## src/rtl/cpu_rst_seq_pkg.sv

```systemverilog
// cpu_rst_seq_pkg
//   Shared definitions for the CPU reset sequencer: FSM state encoding and
//   the elaboration-time check that the counter width can hold every count.
package cpu_rst_seq_pkg;

  typedef enum logic [1:0] {
    ST_LOCK  = 2'b00,
    ST_HOLD  = 2'b01,
    ST_RUN   = 2'b10,
    ST_FAULT = 2'b11
  } state_t;

  // True when 2^cnt_width exceeds the largest count the block must reach.
  function automatic bit cnt_width_ok(input int unsigned cnt_width,
                                      input int unsigned timeout,
                                      input int unsigned lock_edges,
                                      input int unsigned hold_edges);
    int unsigned m;
    m = timeout;
    if (lock_edges > m) m = lock_edges;
    if (hold_edges > m) m = hold_edges;
    return (64'(1) << cnt_width) > 64'(m);
  endfunction

endpackage

```

## src/rtl/edge_gap_mon.sv

```systemverilog
// edge_gap_mon
//   Rising-edge detector and stall monitor for the divided CPU clock, which
//   is treated as plain data in the i_clk domain.
//   i_clk     : system clock
//   i_rst_n   : synchronous active-low reset
//   i_div_clk : divided clock, already registered in i_clk domain
//   o_rise    : combinational, high in the cycle div_clk is first seen high
//   o_stall   : one-cycle pulse TIMEOUT cycles after the last rise
module edge_gap_mon #(
  parameter int unsigned TIMEOUT   = 64,
  parameter int unsigned CNT_WIDTH = 8
) (
  input  logic i_clk,
  input  logic i_rst_n,
  input  logic i_div_clk,
  output logic o_rise,
  output logic o_stall
);

  localparam logic [CNT_WIDTH-1:0] GAP_MAX  = CNT_WIDTH'(TIMEOUT);
  localparam logic [CNT_WIDTH-1:0] GAP_LAST = CNT_WIDTH'(TIMEOUT - 1);

  logic                 r_div_prev;
  logic [CNT_WIDTH-1:0] r_gap;

  assign o_rise  = i_div_clk & ~r_div_prev;
  // The gap saturates at TIMEOUT, so this compare can only match once per stall.
  assign o_stall = ~o_rise & (r_gap == GAP_LAST);

  always_ff @(posedge i_clk) begin
    if (!i_rst_n) begin
      r_div_prev <= 1'b0;
      r_gap      <= '0;
    end else begin
      r_div_prev <= i_div_clk;
      if (o_rise)
        r_gap <= '0;
      else if (r_gap != GAP_MAX)
        r_gap <= r_gap + CNT_WIDTH'(1);
    end
  end

endmodule

```

## src/rtl/cpu_rst_seq.sv

```systemverilog
// cpu_rst_seq
//   Reset sequencer and clock monitor for the 8051 core. Locks onto the
//   divided clock, holds the core in reset for HOLD_EDGES divided periods,
//   then releases it; a stalled divided clock re-asserts reset and sets a
//   sticky fault flag.
//   clk_in      : 50 MHz system clock (only clock)
//   rst_n       : synchronous active-low reset
//   div_clk     : divided CPU clock, registered in clk_in domain
//   ext_rst_req : level request to re-reset the CPU (honoured in HOLD/RUN)
//   cpu_rst     : active-high reset to the core
//   cpu_ce      : one-cycle pulse per div_clk rise while running
//   clk_ok      : high in HOLD and RUN
//   clk_fault   : sticky stall flag, cleared only by rst_n
module cpu_rst_seq
  import cpu_rst_seq_pkg::*;
#(
  parameter int unsigned LOCK_EDGES = 4,
  parameter int unsigned HOLD_EDGES = 16,
  parameter int unsigned TIMEOUT    = 64,
  parameter int unsigned CNT_WIDTH  = 8
) (
  input  logic clk_in,
  input  logic rst_n,
  input  logic div_clk,
  input  logic ext_rst_req,
  output logic cpu_rst,
  output logic cpu_ce,
  output logic clk_ok,
  output logic clk_fault
);

  localparam bit CNT_OK = cnt_width_ok(CNT_WIDTH, TIMEOUT, LOCK_EDGES, HOLD_EDGES);

  if (!CNT_OK) begin : g_cnt_width_bad
    $error("cpu_rst_seq: CNT_WIDTH too small for TIMEOUT/LOCK_EDGES/HOLD_EDGES");
  end

  localparam logic [CNT_WIDTH-1:0] LOCK_TGT = CNT_WIDTH'(LOCK_EDGES);
  localparam logic [CNT_WIDTH-1:0] HOLD_TGT = CNT_WIDTH'(HOLD_EDGES);

  state_t               r_state;
  state_t               w_state_nxt;
  logic [CNT_WIDTH-1:0] r_lock_cnt, w_lock_nxt, w_lock_inc;
  logic [CNT_WIDTH-1:0] r_hold_cnt, w_hold_nxt, w_hold_inc;
  logic                 r_cpu_rst, r_cpu_ce, r_clk_ok, r_clk_fault;
  logic                 w_rise, w_stall;

  edge_gap_mon #(
    .TIMEOUT   (TIMEOUT),
    .CNT_WIDTH (CNT_WIDTH)
  ) u_mon (
    .i_clk     (clk_in),
    .i_rst_n   (rst_n),
    .i_div_clk (div_clk),
    .o_rise    (w_rise),
    .o_stall   (w_stall)
  );

  assign w_lock_inc = r_lock_cnt + CNT_WIDTH'(1);
  assign w_hold_inc = r_hold_cnt + CNT_WIDTH'(1);

  // Priority within a cycle: stall, then ext_rst_req, then rise-driven advance.
  always_comb begin
    w_state_nxt = r_state;
    w_lock_nxt  = r_lock_cnt;
    w_hold_nxt  = r_hold_cnt;
    case (r_state)
      ST_LOCK: begin
        if (w_stall) begin
          w_lock_nxt = '0;
        end else if (w_rise) begin
          if (w_lock_inc == LOCK_TGT) begin
            w_state_nxt = ST_HOLD;
            w_lock_nxt  = '0;
            w_hold_nxt  = '0;
          end else begin
            w_lock_nxt = w_lock_inc;
          end
        end
      end
      ST_HOLD: begin
        if (w_stall) begin
          w_state_nxt = ST_FAULT;
        end else if (ext_rst_req) begin
          w_hold_nxt = '0;
        end else if (w_rise) begin
          if (w_hold_inc == HOLD_TGT) begin
            w_state_nxt = ST_RUN;
            w_hold_nxt  = '0;
          end else begin
            w_hold_nxt = w_hold_inc;
          end
        end
      end
      ST_RUN: begin
        if (w_stall) begin
          w_state_nxt = ST_FAULT;
        end else if (ext_rst_req) begin
          w_state_nxt = ST_HOLD;
          w_hold_nxt  = '0;
        end
      end
      ST_FAULT: begin
        // The recovering rise only re-enters LOCK; it is not counted.
        if (w_rise) begin
          w_state_nxt = ST_LOCK;
          w_lock_nxt  = '0;
        end
      end
      default: w_state_nxt = ST_LOCK;
    endcase
  end

  always_ff @(posedge clk_in) begin
    if (!rst_n) begin
      r_state     <= ST_LOCK;
      r_lock_cnt  <= '0;
      r_hold_cnt  <= '0;
      r_cpu_rst   <= 1'b1;
      r_cpu_ce    <= 1'b0;
      r_clk_ok    <= 1'b0;
      r_clk_fault <= 1'b0;
    end else begin
      r_state    <= w_state_nxt;
      r_lock_cnt <= w_lock_nxt;
      r_hold_cnt <= w_hold_nxt;
      r_cpu_rst  <= (w_state_nxt != ST_RUN);
      r_cpu_ce   <= w_rise & (w_state_nxt == ST_RUN);
      r_clk_ok   <= (w_state_nxt == ST_HOLD) | (w_state_nxt == ST_RUN);
      if ((w_state_nxt == ST_FAULT) && (r_state != ST_FAULT))
        r_clk_fault <= 1'b1;
    end
  end

  assign cpu_rst   = r_cpu_rst;
  assign cpu_ce    = r_cpu_ce;
  assign clk_ok    = r_clk_ok;
  assign clk_fault = r_clk_fault;

endmodule

```

## config.mk

```make
export PLATFORM = sky130hd
export DESIGN_NAME = cpu_rst_seq
export DESIGN_NICKNAME = d
export VERILOG_FILES = /design/src/rtl/cpu_rst_seq_pkg.sv /design/src/rtl/edge_gap_mon.sv /design/src/rtl/cpu_rst_seq.sv
export SDC_FILE = /design/constraint.sdc
export NUM_CORES = 1
export LEC_CHECK = 0
export BUFFER_PORTS_ARGS = -buffer_cell sky130_fd_sc_hd__buf_2
export CORE_AREA = 2 2 61 63
export CTS_CLUSTER_SIZE = 14
export DETAILED_ROUTE_END_ITERATION = 8
export DIE_AREA = 0 0 63 65
export PLACE_DENSITY_LB_ADDON = 0.08
export SKIP_CTS_REPAIR_TIMING = 1
export SYNTH_ARGS = -nofsm -noshare
export SYNTH_HDL_FRONTEND = slang
export SYNTH_SLANG_ARGS = --single-unit
```

## constraint.sdc

```tcl
create_clock -name clk_in -period 2.2 [get_ports clk_in]
set_input_delay 0.44 -clock clk_in [delete_from_list [all_inputs] [get_ports clk_in]]
set_output_delay 0.44 -clock clk_in [all_outputs]
set_load 0.05 [all_outputs]
```

# After elaboration in Yosys (flattened, before gate mapping)
# Index checks and enable logic that the tools add are counted.
dict set report totals {
  reg_bits 31
  latchBits 0
  ramBits 0
  romBits 0
  input_bits 4
  out_inout_bits 4
  word_cells 73
  n_memories 0
}
dict set report op_classes {
  addsub 3
  n_mul 0
  div 0
  magnitude_cmp 0
  eq_ne 21
  shifts 0
  mux 26
  bitwise_logic 7
  n_reduce_logical 7
}
# op n
set ops {}
lappend ops {{2-to-1 mux 8 bit} 13}
lappend ops {{adder 8 x 1 -> 8 bit, second input constant} 3}
lappend ops {{one-hot mux 8 bit (3 select lines)} 1}
lappend ops {{2-to-1 mux 2 bit} 10}
lappend ops {{one-hot mux 8 bit (2 select lines)} 1}
lappend ops {{inequality test 2 bit, second input constant} 7}
lappend ops {{equality test 2 bit, second input constant} 4}
lappend ops {{equality test 8 x 3 -> 1 bit, second input constant} 1}
lappend ops {{equality test 8 x 5 -> 1 bit, second input constant} 1}
lappend ops {{equality test 8 x 6 -> 1 bit, second input constant} 1}
lappend ops {{inequality test 8 x 7 -> 1 bit, second input constant} 1}
lappend ops {{one-hot mux 2 bit (4 select lines)} 1}
lappend ops {{AND reduction 8 bit} 1}
lappend ops {{equality test 2 x 1 -> 1 bit, second input constant} 2}
lappend ops {{inequality test 2 x 1 -> 1 bit, second input constant} 2}
lappend ops {{bitwise AND 1 bit} 3}
lappend ops {{inequality test 3 x 1 -> 1 bit, second input constant} 1}
lappend ops {{inequality test 3 x 2 -> 1 bit, second input constant} 1}
lappend ops {{NOT 1 bit} 3}
lappend ops {{AND reduction 3 bit} 1}
lappend ops {{nonzero test 3 bit} 1}
lappend ops {{zero test 2 bit} 1}
lappend ops {{nonzero test 2 bit} 1}
lappend ops {{OR reduction 2 bit} 1}
lappend ops {{2 further kinds} 2}

# Depth between registers and ports, before layout
dict set report depth {
  ltp_word 9
  ltp_mapped 11
  mapped_depth_nobuf 11
}

# Cells and area by module
# Synthesis repeated with hierarchy kept, for this count alone.
dict set report unflattened {
  hier_cells 218
  area_unflattened_um2 1778.0
}
# module n_inst cells_each area_per_inst_um2 seq_area_each_um2
set modules_own_cells {}
lappend modules_own_cells {cpu_rst_seq 1 167 1337.5 440.4}
lappend modules_own_cells {edge_gap_mon 1 51 440.4 180.2}

# Worst setup path before layout
# OpenSTA, ideal clock, no wires.
dict set report synth_path {
  kind {reg-to-reg}
  start {reg u_mon.r_gap[1]}
  end {reg r_clk_ok (netlist: clk_ok)}
  setup_time_ns 0.115
  arrival_ns 2.061
  required_ns 2.085
  path_slack_ns 0.025
  path_stages_with_launch 10
  n_path_buf 0
  synth_period_minus_slack_ns 2.175
  path_cell_list {dfxtp_1 ha_1 or3b_1 nor4_1 a2111oi_0 a211o_1 a31o_2 inv_1 ha_1 and2_1}
}
dict set report synth_between {
  elab_chain_cells 6
  elab_cells_between_ends 9
  classes_between {eq/ne (3); mux (4); bitwise (2)}
}
# item line
set synth_rtl {}
lappend synth_rtl {{start: declaration} edge_gap_mon.sv:24} ;# logic [CNT_WIDTH-1:0] r_gap;
lappend synth_rtl {{start signal: assignment} edge_gap_mon.sv:39} ;# r_gap <= r_gap + CNT_WIDTH'(1);
lappend synth_rtl {{equality test 8 x 6 -> 1 bit (*)} edge_gap_mon.sv:28} ;# assign o_stall = ~o_rise & (r_gap == GAP_LAST);
lappend synth_rtl {{bitwise AND 1 bit (*)} edge_gap_mon.sv:28}
lappend synth_rtl {{2-to-1 mux 2 bit, on equally long branches} {cpu_rst_seq.sv:96, cpu_rst_seq.sv:69, cpu_rst_seq.sv:82}}
lappend synth_rtl {{one-hot mux 2 bit (4 select lines) (*)} cpu_rst_seq.sv:67} ;# case (r_state)
lappend synth_rtl {{equality test 2 x 1 -> 1 bit / equality test 2 bit (equally long branches)} cpu_rst_seq.sv:129} ;# r_clk_ok <= (w_state_nxt == ST_HOLD) | (w_state_nxt == ST_RUN);
lappend synth_rtl {{OR 1 bit (*)} cpu_rst_seq.sv:129}
lappend synth_rtl {{end signal: assignment} cpu_rst_seq.sv:129}
lappend synth_rtl {{end: declaration} cpu_rst_seq.sv:45} ;# logic r_cpu_rst, r_cpu_ce, r_clk_ok, r_clk_fault;
# Every way passes the cells marked *; elsewhere a longest branch is shown, timed or not.
# A chain may end at the register's enable or synchronous reset.

# Worst setup path after layout
dict set report layout_path {
  start {reg u_mon.r_gap[1]}
  end {reg r_clk_ok (netlist: clk_ok)}
}
dict set report layout_between {
  elab_chain_cells 6
  elab_cells_between_ends 9
  classes_between {eq/ne (3); mux (4); bitwise (2)}
}
# item line
set layout_rtl {}
lappend layout_rtl {{equality test 8 x 6 -> 1 bit (*)} edge_gap_mon.sv:28}
lappend layout_rtl {{bitwise AND 1 bit (*)} edge_gap_mon.sv:28}
lappend layout_rtl {{2-to-1 mux 2 bit, on equally long branches} {cpu_rst_seq.sv:96, cpu_rst_seq.sv:69, cpu_rst_seq.sv:82}}
lappend layout_rtl {{one-hot mux 2 bit (4 select lines) (*)} cpu_rst_seq.sv:67}
lappend layout_rtl {{named net w_state_nxt[1]} cpu_rst_seq.sv:42} ;# state_t w_state_nxt;
lappend layout_rtl {{equality test 2 x 1 -> 1 bit / equality test 2 bit (equally long branches)} cpu_rst_seq.sv:129}
lappend layout_rtl {{OR 1 bit (*)} cpu_rst_seq.sv:129}
# The timed path passes the listed nets; every way through them passes the cells marked *.

==> impl_metrics.tcl <==
set metrics [dict create \
    status "finished, final reports clean" \
    period_share 0.971 \
    wire_per_inst_um 14.3 \
    post-route-min-period_ns 2.14 \
    async_reset_ff_frac 0 \
    ctsLongestPathBuffers 2 \
    drcViolationCount 0 \
    crit_top_cell "ha_1" \
    fp-row-count 22 \
    h-tree-depth 2 \
    grt_max_degree 14 \
    first_iter_violations 124 \
    syn_to_final_growth_pct 17.4 \
    cp-end-kind "flip-flop" \
    p_leak_uw 0.000808 \
    grt.overflow.total 0 \
    finalNonFillerCells 284 \
    synth_flop_cell "dfxtp_1" \
    grt_pass1_vias 1663 \
    min_path_type "in -> reg" \
    final_cell_area_mm2 0.00211 \
    num_vias 1613 \
    finalHoldViolations 0 \
    power.total_uw 1390 \
    antenna_cells 0 \
    core-area_mm2 0.00350 \
    max_freq_mhz 468 \
    fin_nets 252 \
    synthCells 209 \
    dp.cells 278 \
    synth.avg_cell_area_um2 8.60 \
    crit_buf_inv 0 \
    setup_viol 0 \
    start_util 0.514 \
    crit_chain "ha_1 -> or3b_4 -> or3_4 -> o22ai_2 -> o21a_1 -> ha_1 -> and2_1" \
    utilization 0.603 \
    placed_area_mm2 0.00200 \
    path_delay_family "simple AND/OR/NAND/NOR gates" \
    synth_area_mm2 0.00180 \
    cts_buffers 5 \
    tritoncts "done" \
    synth_warnings 0 \
    synth_cell_type_count 54 \
    ios 8 \
    cts_sinks 31 \
    firstDrtPassIters 4 \
    route.antenna.remaining_nets 0 \
    crit_type "reg -> reg" \
    slowest_stage "or3b_4" \
    root_buffer "clkbuf_4" \
    place_congestion 0.874 \
    final_cell_mix "28 x nor2_1, 27 x dfxtp_1, 18 x buf_4" \
    path_clk_slew_ns 0.09 \
    cp-start-kind "flip-flop" \
    layout-drive-gt1-share 0.229 \
    critPathArrivalTime_ns 2.37 \
    fin_skew_ns 0.0101 \
    port_buffers 7 \
    ys_seq_area_frac 0.345 \
    critPathMaxFanout 5 \
    peakVddDrop_uv 278 \
    antenna_found_initial 0 \
    max_cap_violations 0 \
    max_stage_delay_ns 0.40 \
    insertion_delay_ns 0.33 \
    drt-total-wl_mm 4.06 \
    viasPerCell 5.68 \
    die_area_mm2 0.00410 \
    grt_usage 0.213 \
    worst_slew_pin_slew_ns 0.648 \
    hpwlAfterDp_mm 2.98 \
    tns_ns 0 \
    syn_nets 224 \
    die_h_um 65 \
    synth_edf_count 0 \
    layout_commonest_cell "nor2_1" \
    synth-seq-cells 31 \
    cp.required_ns 2.43 \
    power_density_mw_per_mm2 660 \
    slew_violations 0 \
    grt_first_pass_wirelength_mm 6.89 \
    die_w_um 63 \
    max-slew-margin-rel 0.564 \
]
final timing paths:
kind | startpoint | to | slack (ns) | cells after the start
worst max-delay path | u_mon.r_gap[1]$_SDFFE_PP0P_ | clk_ok$_SDFF_PN0_ | 0.06 | 7
worst min register to register | r_lock_cnt[1]$_SDFFE_PN0P_ | r_lock_cnt[1]$_SDFFE_PN0P_ | 0.50 | 2
worst max register to register | u_mon.r_gap[1]$_SDFFE_PP0P_ | clk_ok$_SDFF_PN0_ | 0.06 | 7
worst min-delay path | div_clk | u_mon.r_div_prev$_SDFF_PN0_ | 0.34 | 2
through the flow:
stage | hold slack (ns) | setup WS, ns
finish | 0.344 | 0.0644
global route | 0.324 | -0.00494
CTS | 0.329 | -0.0267
detailed placement | 0.474 | 0.0242
global placement | 0.455 | 0.0505
floorplan | 0.482 | 0.0245
cells in the mapped netlist (5+ instances only):
master | number | area, um^2
nand4_1 | 5 | 31.3
inv_1 | 11 | 41.3
nor2_1 | 28 | 105
dfxtp_1 | 31 | 621
o21ai_1 | 5 | 25.0
ha_1 | 11 | 138
nand3_1 | 7 | 35.0
xnor2_1 | 6 | 52.6
a21oi_1 | 10 | 50.1
nand2_1 | 9 | 33.8
xor2_1 | 6 | 52.6
and3_1 | 6 | 37.5
cell type report:
cell class                      instances  area (um^2)
Clock buffer                            6         41.3
Multi-Input combinational cell        162         1160
Inverter                               12         45.0
Timing Repair Buffer                   25          170
Fill cell                             338         1390
Sequential cell                        31          628
Tap cell                               48         60.1
power by group:
group          total (uW)  leakage [uW]  switching, uW  internal [uW]
logic                 477      0.000531            275            202
clock network         298     0.0000242            184            113
registers             618      0.000253           21.3            596
total                1390      0.000808            480            912
registers in the layout (all words and copies together) (netlist names):
| signal | cells |
|---|---|
| r_hold_cnt | 8 |
| cpu_rst | 1 |
| r_lock_cnt | 8 |
| u_mon.r_gap | 8 |
| cpu_ce | 1 |
| clk_ok | 1 |
| clk_fault | 1 |
| u_mon.r_div_prev | 1 |
| r_state | 2 |
cells by family (layout without fill, tap and decap cells):
logic type	count (synthesis)	in the layout	synth area share
AOI/OAI and AO/OA	43	43	0.175
xor gates and xnor gates	12	12	0.0585
adders and majority gates	11	11	0.0766
buffers and inverters	16	43	0.0376
DFF	31	31	0.345
muxes	1	1	0.00557
and+or+nand+nor	95	95	0.301
routing by layer:
| layer | share of wire | global-route usage | up-vias |
|---|---|---|---|
| li1 | - | - | 808 |
| met4 | 0.015 | 0.0889 | 0 |
| met1 | 0.44 | 0.229 | 771 |
| met3 | 0.031 | 0.0573 | 6 |
| met5 | 0 | 0 | - |
| met2 | 0.51 | 0.394 | 28 |
Power figures use the tool's default switching activity.
